**config.mk**
```make
export PLATFORM = sky130hd
export DESIGN_NAME = hazard_controller
export DESIGN_NICKNAME = d
export VERILOG_FILES = /design/src/rtl/hazard_controller.sv
export SDC_FILE = /design/constraint.sdc
export NUM_CORES = 1
export LEC_CHECK = 0
export ABC_AREA = 1
export BUFFER_PORTS_ARGS = -buffer_cell sky130_fd_sc_hd__buf_2
export CORE_MARGIN = 5
export CORE_UTILIZATION = 45
export DETAILED_ROUTE_END_ITERATION = 12
export GPL_ROUTABILITY_DRIVEN = 0
export PLACE_DENSITY = 0.77
export SETUP_SLACK_MARGIN = 0.15
export SLEW_MARGIN = 25
export SYNTH_ARGS = -nofsm -noshare
export SYNTH_HDL_FRONTEND = slang
export SYNTH_SLANG_ARGS = --single-unit
export TNS_END_PERCENT = 50
```
**constraint.sdc**
```tcl
create_clock -name CLK -period 4.6 [get_ports CLK]
set_input_delay 0.92 -clock CLK [delete_from_list [all_inputs] [get_ports CLK]]
set_output_delay 0.92 -clock CLK [all_outputs]
set_load 0.01 [all_outputs]
```
**src/rtl/hazard_controller.sv**
```systemverilog
// Pipeline sequencing controller: latch controls, PC enable, halt and perf counters.
// Ports: CLK/nRST, cache handshakes, hazard inputs -> fd/de/em/mw states, pc_en, halted, counters.
package hazard_pkg;
  typedef enum logic [1:0] {
    PIPE_NORMAL = 2'd0,
    PIPE_STALL  = 2'd1,
    PIPE_FLUSH  = 2'd2
  } pipe_state_t;
endpackage

module hazard_controller
  import hazard_pkg::*;
#(
  parameter int CNT_W = 32
) (
  input  logic             CLK,
  input  logic             nRST,
  input  logic             ihit,
  input  logic             dhit,
  input  logic             dREN_mem,
  input  logic             dWEN_mem,
  input  logic             dREN_ex,
  input  logic [4:0]       regWSEL_ex,
  input  logic [4:0]       rs_dec,
  input  logic [4:0]       rt_dec,
  input  logic             uses_rt_dec,
  input  logic             branch_taken_mem,
  input  logic             halt_mem,
  output pipe_state_t      fd_state,
  output pipe_state_t      de_state,
  output pipe_state_t      em_state,
  output pipe_state_t      mw_state,
  output logic             pc_en,
  output logic             halted,
  output logic [CNT_W-1:0] cycle_cnt,
  output logic [CNT_W-1:0] stall_cnt,
  output logic [CNT_W-1:0] flush_cnt
);

  typedef enum logic [1:0] {
    S_RUN   = 2'd0,
    S_DWAIT = 2'd1,
    S_HALT  = 2'd2
  } state_t;

  state_t r_state;

  logic w_in_halt;
  logic w_mwait;
  logic w_hlt;
  logic w_br;
  logic w_lu;
  logic w_miss;
  logic w_dep;

  // Rule terms are made mutually exclusive so the decoder is one-hot.
  assign w_in_halt = (r_state == S_HALT);
  assign w_dep = dREN_ex && (regWSEL_ex != 5'd0) &&
                 ((regWSEL_ex == rs_dec) ||
                  (uses_rt_dec && (regWSEL_ex == rt_dec)));
  assign w_mwait = !w_in_halt && (dREN_mem || dWEN_mem) && !dhit;
  assign w_hlt = !w_in_halt && !w_mwait && halt_mem;
  assign w_br = !w_in_halt && !w_mwait && !halt_mem &&
                branch_taken_mem;
  assign w_lu = !w_in_halt && !w_mwait && !halt_mem &&
                !branch_taken_mem && w_dep;
  assign w_miss = !w_in_halt && !w_mwait && !halt_mem &&
                  !branch_taken_mem && !w_dep && !ihit;

  always_comb begin
    fd_state = PIPE_NORMAL;
    de_state = PIPE_NORMAL;
    em_state = PIPE_NORMAL;
    mw_state = PIPE_NORMAL;
    pc_en    = 1'b1;
    if (!nRST) begin
      fd_state = PIPE_FLUSH;
      de_state = PIPE_FLUSH;
      em_state = PIPE_FLUSH;
      mw_state = PIPE_FLUSH;
      pc_en    = 1'b0;
    end else begin
      unique case (1'b1)
        w_in_halt: begin
          fd_state = PIPE_STALL;
          de_state = PIPE_STALL;
          em_state = PIPE_STALL;
          mw_state = PIPE_STALL;
          pc_en    = 1'b0;
        end
        w_mwait: begin
          fd_state = PIPE_STALL;
          de_state = PIPE_STALL;
          em_state = PIPE_STALL;
          mw_state = PIPE_FLUSH;
          pc_en    = 1'b0;
        end
        w_hlt: begin
          fd_state = PIPE_FLUSH;
          de_state = PIPE_FLUSH;
          em_state = PIPE_FLUSH;
          pc_en    = 1'b0;
        end
        w_br: begin
          fd_state = PIPE_FLUSH;
          de_state = PIPE_FLUSH;
          em_state = PIPE_FLUSH;
        end
        w_lu: begin
          fd_state = PIPE_STALL;
          de_state = PIPE_FLUSH;
          pc_en    = 1'b0;
        end
        w_miss: begin
          fd_state = PIPE_FLUSH;
          pc_en    = 1'b0;
        end
        default: begin
          pc_en = 1'b1;
        end
      endcase
    end
  end

  always_ff @(posedge CLK or negedge nRST) begin
    if (!nRST) begin
      r_state   <= S_RUN;
      halted    <= 1'b0;
      cycle_cnt <= '0;
      stall_cnt <= '0;
      flush_cnt <= '0;
    end else begin
      if (!w_in_halt) begin
        cycle_cnt <= cycle_cnt + 1'b1;
        if (!pc_en) stall_cnt <= stall_cnt + 1'b1;
        if (w_br) flush_cnt <= flush_cnt + 1'b1;
      end
      if (w_in_halt) begin
        r_state <= S_HALT;
        halted  <= 1'b1;
      end else if (w_mwait) begin
        r_state <= S_DWAIT;
        halted  <= 1'b0;
      end else if (w_hlt) begin
        r_state <= S_HALT;
        halted  <= 1'b1;
      end else begin
        r_state <= S_RUN;
        halted  <= 1'b0;
      end
    end
  end

endmodule

```
==> results of run 1 <==
-- placed cells by master, fill, tap and decap left out, drive strengths merged, types with 7 or more instances in the layout --
cell type | synthesis | layout
o21ai | 14 | 14
clkbuf | 0 | 12
nand4 | 18 | 18
nand3b | 7 | 7
nor3 | 48 | 48
xor2 | 60 | 60
xnor2 | 25 | 25
nor2 | 94 | 94
nand3 | 58 | 58
buf | 15 | 133
nand2 | 290 | 290
dfrtp | 98 | 98
inv | 91 | 91
-- flip-flops by register name (all words and copies together), names as in the netlist --
register   flops
cycle_cnt     32
flush_cnt     32
stall_cnt     32
halted         1
r_state        1
-- kinds of logic after synthesis --
group,Yosys count
AO/OA/AOI/OAI,16
XOR/XNOR,85
adder cells (fa/ha/maj),3
buffers and inverters,107
flip-flops,98
AND/OR/NAND/NOR,520
-- worst max-delay path, stage by stage, from the launching register on --
cell and delay [ns]:
dfrtp_1 0.43, nand2_4 0.43, nand2_2 0.15, nor2_2 0.12
nand2_1 0.08, inv_1 0.07, nand3_2 0.12, nand3_4 0.36
inv_1 0.06, buf_2 0.15
-- final cells by class --
cell class,instances,area share [%]
antenna,1,0.03475
clock inverter,4,1.372
clock buffer,12,3.423
sequential,98,34.05
tap,176,3.058
timing repair buffer,133,9.382
inverter,92,4.795
multi-input combinational,624,43.88
-- worst paths after layout --
check / start / endpoint / slack (ns)
max: halted / pc_en / 1.37
min reg2reg: flush_cnt[31] / flush_cnt[31] / 0.48
max in group asynchronous: nRST / stall_cnt[14] / 2.81
max reg2reg: halted / stall_cnt[27] / 2.22
min in group asynchronous: nRST / cycle_cnt[4] / 0.68
min: flush_cnt[31] / flush_cnt[31] / 0.48
-- per-layer routing --
layer	global-route usage (%)	up-vias	part of all wire, %
met5	0	-	0.044
met4	6.183	2	1.6
met3	4.361	20	5.7
met2	33.10	142	48
met1	27.79	2611	45
li1	-	2850	-
-- per-stage QoR --
step                power, mW  util (%)  instances  setup WS (ns)  instance area (um^2)
floorplan               1.579         -        829          1.791                  6040
global route            2.860     54.60       1140          1.136                  7202
finish                  2.699     54.60       1140          1.369                  7202
CTS                     2.720     54.58       1139          1.352                  7199
detailed placement      1.834     51.96       1123          1.388                  6854
global placement        1.821     51.96       1123          1.393                  6854
-- power by group --
part           internal (mW)  switching [mW]
combinational          0.231           0.462
clock                  0.548           0.334
sequential             0.967           0.157
==> results.toml, run 1 <==
[final_layout]
fillCellCount = 1252
regArea_mm2 = 0.002452
multi_input_area_mm2 = 0.003161
area_growth_pct = 19.25
drive_gt1_share_pct = 18.69
layout.nets = 986

[floorplan]
fp.dieW_um = 125.9
row_count = 42
die_h_um = 125.9
core_area_mm2 = 0.01319
io_pins = 131
start_util_pct = 45.79
die-area_mm2 = 0.01584

[grt]
grtUsageTotal_pct = 20.47
grt_max_degree = 53
antenna_found_initial = 3
grt_pass1_wl_mm = 26.86
grt_overflow = 0
grt_pass1_vias = 5406

[critical_path]
critPathLaunchType = "flop"
critical_path_class = "flop to output port"
required_ns = 3.68
cp.arrival_ns = 2.31
end_kind = "output port"
worstPathMaxFanout = 45
r2r_cells = 10

[sta]
slew_viol_final = 0
period_share_pct = 70.23
hold_viol_final = 0
skew_ns = 0.006549
rsz0062_at_grt = "no"
tightestPinTransition_ns = 0.6585
timing.hold.ws_ns = 0.4773
max_slew_margin_pct = 56.10
finalSetupTns_ns = 0
setup_viol = 0
min_period_ns = 3.231
max_freq_ghz = 0.3095

[logic_synthesis]
netlist_instances = 829
synth_compound_gate_area_share_pct = 1.429
synth-simple-area-share_pct = 37.95
synth-edff-count = 0
yosysTopAreaCell = "dfrtp_1"
synth.avg_cell_area_um2 = 7.285
syn_area_mm2 = 0.006040
yosys.area_share.adder_pct = 0.6215
synth-seq-cells = 98
synth.area.top_cells = "dfrtp_1 (41%), nand2_1 (18%), xor2_1 (8.7%), nor2_1 (5.3%), inv_1 (5.2%)"
syn_nets = 857
synth.distinct_cells = 30
synth_xor_xnor_area_share_pct = 12.33
yosys_warnings = 0
synthArstFlopShare_pct = 100.0
netlist.area_leader.share_pct = 40.60
synth_top_family_by_area = "simple AND/OR/NAND/NOR gates"
synth_mux_area_share_pct = 0
ys_seq_area_share_pct = 40.60
synth-main-ff-cell = "dfrtp_1"
synthTopCellsByCount = "nand2_1 (283), dfrtp_1 (98), nor2_1 (86), inv_1 (83), xor2_1 (60)"
synth_most_common_cell = "nand2_1"

[clocking]
cts-root-buf = "clkbuf_16"
cts_tree = "built"
postCtsSetupBuffers = 0
cts_resized = 0
clkLatencyLatePin_ns = 0.35
cts_buffers = 9
clockBufferDepth = 2
cts_htree_levels = 3
numClockSinks = 98
clkTransAtPathRegs_ns = 0.07
holdBufCountCts = 0

[detailed_routing]
drtIter0Drc = 335
wirelength_mm = 15.91
drc_errors = 0
via_count = 5625
wl_per_cell_um = 13.96
ant_nets = 0
viasPerCell = 4.934
first_pass_iters = 4

[hold_path]
hp-class = "flop to flop"
hold_path_depth = 1

[placement]
port_buffers = 130
dp.final_hpwl_mm = 12.02

[power_and_ir_drop]
p_leak_nw = 3.799
vdd_drop_max_mv = 0.1874
pwr_density_cell_mw_per_mm2 = 374.8

[run]
cap_violations = 0

[run_status]
status = "completed"
Note: power is estimated with default switching activity, not from simulation.
==> inputs of run 2 (changes only) <==
--- a/config.mk
+++ b/config.mk
@@ -5,13 +5,13 @@
 export SDC_FILE = /design/constraint.sdc
 export NUM_CORES = 1
 export LEC_CHECK = 0
-export ABC_AREA = 1
+export ABC_AREA = 0
 export BUFFER_PORTS_ARGS = -buffer_cell sky130_fd_sc_hd__buf_2
 export CORE_MARGIN = 5
 export CORE_UTILIZATION = 45
 export DETAILED_ROUTE_END_ITERATION = 12
 export GPL_ROUTABILITY_DRIVEN = 0
-export PLACE_DENSITY = 0.77
+export PLACE_DENSITY = 0.82
 export SETUP_SLACK_MARGIN = 0.15
 export SLEW_MARGIN = 25
 export SYNTH_ARGS = -nofsm -noshare
==> constraint.sdc (replaced) <==
create_clock -name CLK -period 2.9 [get_ports CLK]
set_input_delay 0.58 -clock CLK [delete_from_list [all_inputs] [get_ports CLK]]
set_output_delay 0.58 -clock CLK [all_outputs]
set_load 0.01 [all_outputs]
==> run 2 against run 1 <==
Against the previous run: final area is 18% lower; critical endpoint is now fd_state[0]; critical path depth fell by 1; power grew 23%; via count fell by 34%; sequential share of layout area increased by 7.6 points; highest routed layer is now met4; sequential power up 44%; clock skew rose by 0.0039 ns; sequential cell count did not move; critical path type is now input pin to output port; area after synthesis decreased by 23%; worst setup slack lost 1.3 ns.
==> results.toml, run 2 <==
[run_status]
status = "completed"

[grt]
grt_pass1_vias = 3721
grt_overflow = 0
grtUsageTotal_pct = 17.55
grt_max_degree = 65
grt_pass1_wl_mm = 18.26
antenna_found_initial = 0

[clocking]
clkLatencyLatePin_ns = 0.36
clkTransAtPathRegs_ns = 0.10
cts_tree = "built"
cts-root-buf = "clkbuf_8"
clockBufferDepth = 2
cts_htree_levels = 3
cts_buffers = 9
numClockSinks = 98

[final_layout]
reg.largest.list = "cycle_cnt (32), flush_cnt (32), stall_cnt (32)"
layout.nets = 592
fin_area_mm2 = 0.005886
fin_cells = 705
area_growth_pct = 26.59
final_cell_mix = "buf_2 (124), dfrtp_1 (98), xnor2_1 (69)"
drive_gt1_share_pct = 32.69
fillCellCount = 874
final_common_cell = "buf_2"
insertedDiodeCount = 0
fin_util_pct = 57.79

[critical_path]
critPathLaunchType = "input pin"
end_kind = "output port"
regToRegStartpoint = "halted"
worstPathMaxFanout = 3
required_ns = 2.32
cp_slowest_stage_delay_ns = 0.33
r2r_cells = 7
cp.arrival_ns = 2.21
critical_path_class = "input pin to output port"
reg2reg_setup_slack_ns = 0.53
r2r-end = "flush_cnt[31]"
crit_chain = "buf_6 > xor2_1 > nor4_1 > a32oi_1 > or2_4 > or3_4 > a31oi_1 > buf_2"
cpMaxStageDelayCell = "or3_4"

[floorplan]
start_util_pct = 45.65
io_pins = 131
row_count = 37
fp.dieW_um = 111.6
die_h_um = 111.6
die-area_mm2 = 0.01246
core_area_mm2 = 0.01018

[detailed_routing]
wirelength_mm = 11.12
wl_per_cell_um = 15.78
viasPerCell = 5.244
first_pass_iters = 6
drtIter0Drc = 220
ant_nets = 0
via_count = 3697
drc_errors = 0

[logic_synthesis]
synthArstFlopShare_pct = 100.0
synth.distinct_cells = 47
synth-main-ff-cell = "dfrtp_1"
synthTopCellsByCount = "dfrtp_1 (98), xnor2_1 (69), nand2_1 (41), nand3_1 (38), xor2_1 (34)"
syn_area_mm2 = 0.004649
ys_seq_area_share_pct = 52.74
synth.area.top_cells = "dfrtp_1 (53%), xnor2_1 (13%), xor2_1 (6.4%), nand3_1 (4.1%), nand4_1 (3.5%)"
synth-edff-count = 0
yosysTopAreaCell = "dfrtp_1"
netlist.area_leader.share_pct = 52.74
synth.avg_cell_area_um2 = 11.23
synth_most_common_cell = "dfrtp_1"
netlist_instances = 414
yosys_warnings = 0
synth-seq-cells = 98
syn_nets = 442

[sta]
period_share_pct = 96.18
max_freq_ghz = 0.3585
setup_viol = 0
fin_ws_ns = 0.1109
max_slew_margin_pct = 46.88
tightestPinTransition_ns = 0.7968
rsz0062_at_grt = "yes"
skew_ns = 0.01046
finalSetupTns_ns = 0
slew_viol_final = 0
hold_viol_final = 0
timing.hold.ws_ns = 0.2935
min_period_ns = 2.789

[placement]
dp.final_hpwl_mm = 7.847
dpl_cell_area_mm2 = 0.005474
dp_cells = 679
port_buffers = 130
post-place-ws_ns = 0.03712

[power_and_ir_drop]
pwr_density_cell_mw_per_mm2 = 564.4
p_leak_nw = 2.931
vdd_drop_max_mv = 0.2812
power_mw = 3.322

[hold_path]
hp-class = "input pin to asynchronous set/reset pin"

[run]
cap_violations = 0
run 2: cell count changes in the layout (fill, tap and decap cells not counted), moves of 9 or more:
cell / before / now
nand2_1: 283 / 41
buf_6: 0 / 9
inv_1: 83 / 5
o21ai_0: 14 / 1
nor3_1: 42 / 10
xor2_1: 60 / 34
nor2_1: 86 / 16
and3_1: 0 / 14
clkbuf_16: 9 / 0
xnor2_1: 25 / 69
nand4_1: 17 / 26
nand3_1: 56 / 38
run 2: timing repair:
item,4_1_cts,5_1_grt
setup buffers,7,1
resized for setup,7,16
cloned,0,2
hold buffers,0,0
endpoints found under the setup margin,3,32
pin swaps,6,11
run 2: logic make-up after synthesis:
| group | synth area share (%) |
|---|---|
| buffers and inverters | 1.345 |
| AO/OA/AOI/OAI | 2.126 |
| adder cells (fa/ha/maj) | 0.8074 |
| XOR/XNOR | 19.40 |
| AND/OR/NAND/NOR | 23.57 |
| flip-flops | 52.74 |
run 2: worst max-delay path by stage:
| stage | startpoint | endpoint | slack, ns | depth (start not counted) |
|---|---|---|---|---|
| floorplan | regWSEL_ex[3] | fd_state[0] | 0.24 | 6 |
| global placement | regWSEL_ex[3] | fd_state[0] | 0.07 | 8 |
| detailed placement | regWSEL_ex[3] | fd_state[0] | 0.04 | 8 |
| CTS | rt_dec[2] | fd_state[0] | 0.11 | 8 |
| global route | rt_dec[3] | fd_state[0] | 0.02 | 8 |
| finish | rt_dec[3] | fd_state[0] | 0.11 | 8 |
run 2: area by class of cell:
class	count	area [um^2]	share of cell area, %
inverters	5	18.77	0.3189
clock buffers	9	123.9	2.105
flip-flops and latches	98	2452	41.67
repair buffers	145	812.0	13.80
multi-input cells	305	2207	37.50
well taps	136	170.2	2.891
clock inverters	7	101.3	1.722
run 2: worst max-delay path, delay by kind of cell:
kind / cells / cell delay (ns)
xor gates and xnor gates: 1 / 0.15
and+or+nand+nor: 3 / 0.89
AOI/OAI and AO/OA: 2 / 0.34
buffers and inverters: 2 / 0.24
run 2: power breakdown:
group	internal (mW)	leakage [nW]	switching, mW
clock network	0.495	0.112	0.503
logic	0.281	1.50	0.435
registers	1.47	1.32	0.137
total	2.25	2.93	1.07
run 2: per-layer routing:
layer  wire length [um]  track usage (%)  up-vias
met4                103            4.298        0
met1               4832            23.47     1828
met3                697            4.837       12
met5                  0                0        -
met2               5488            28.42      115
li1                   -                -     1742
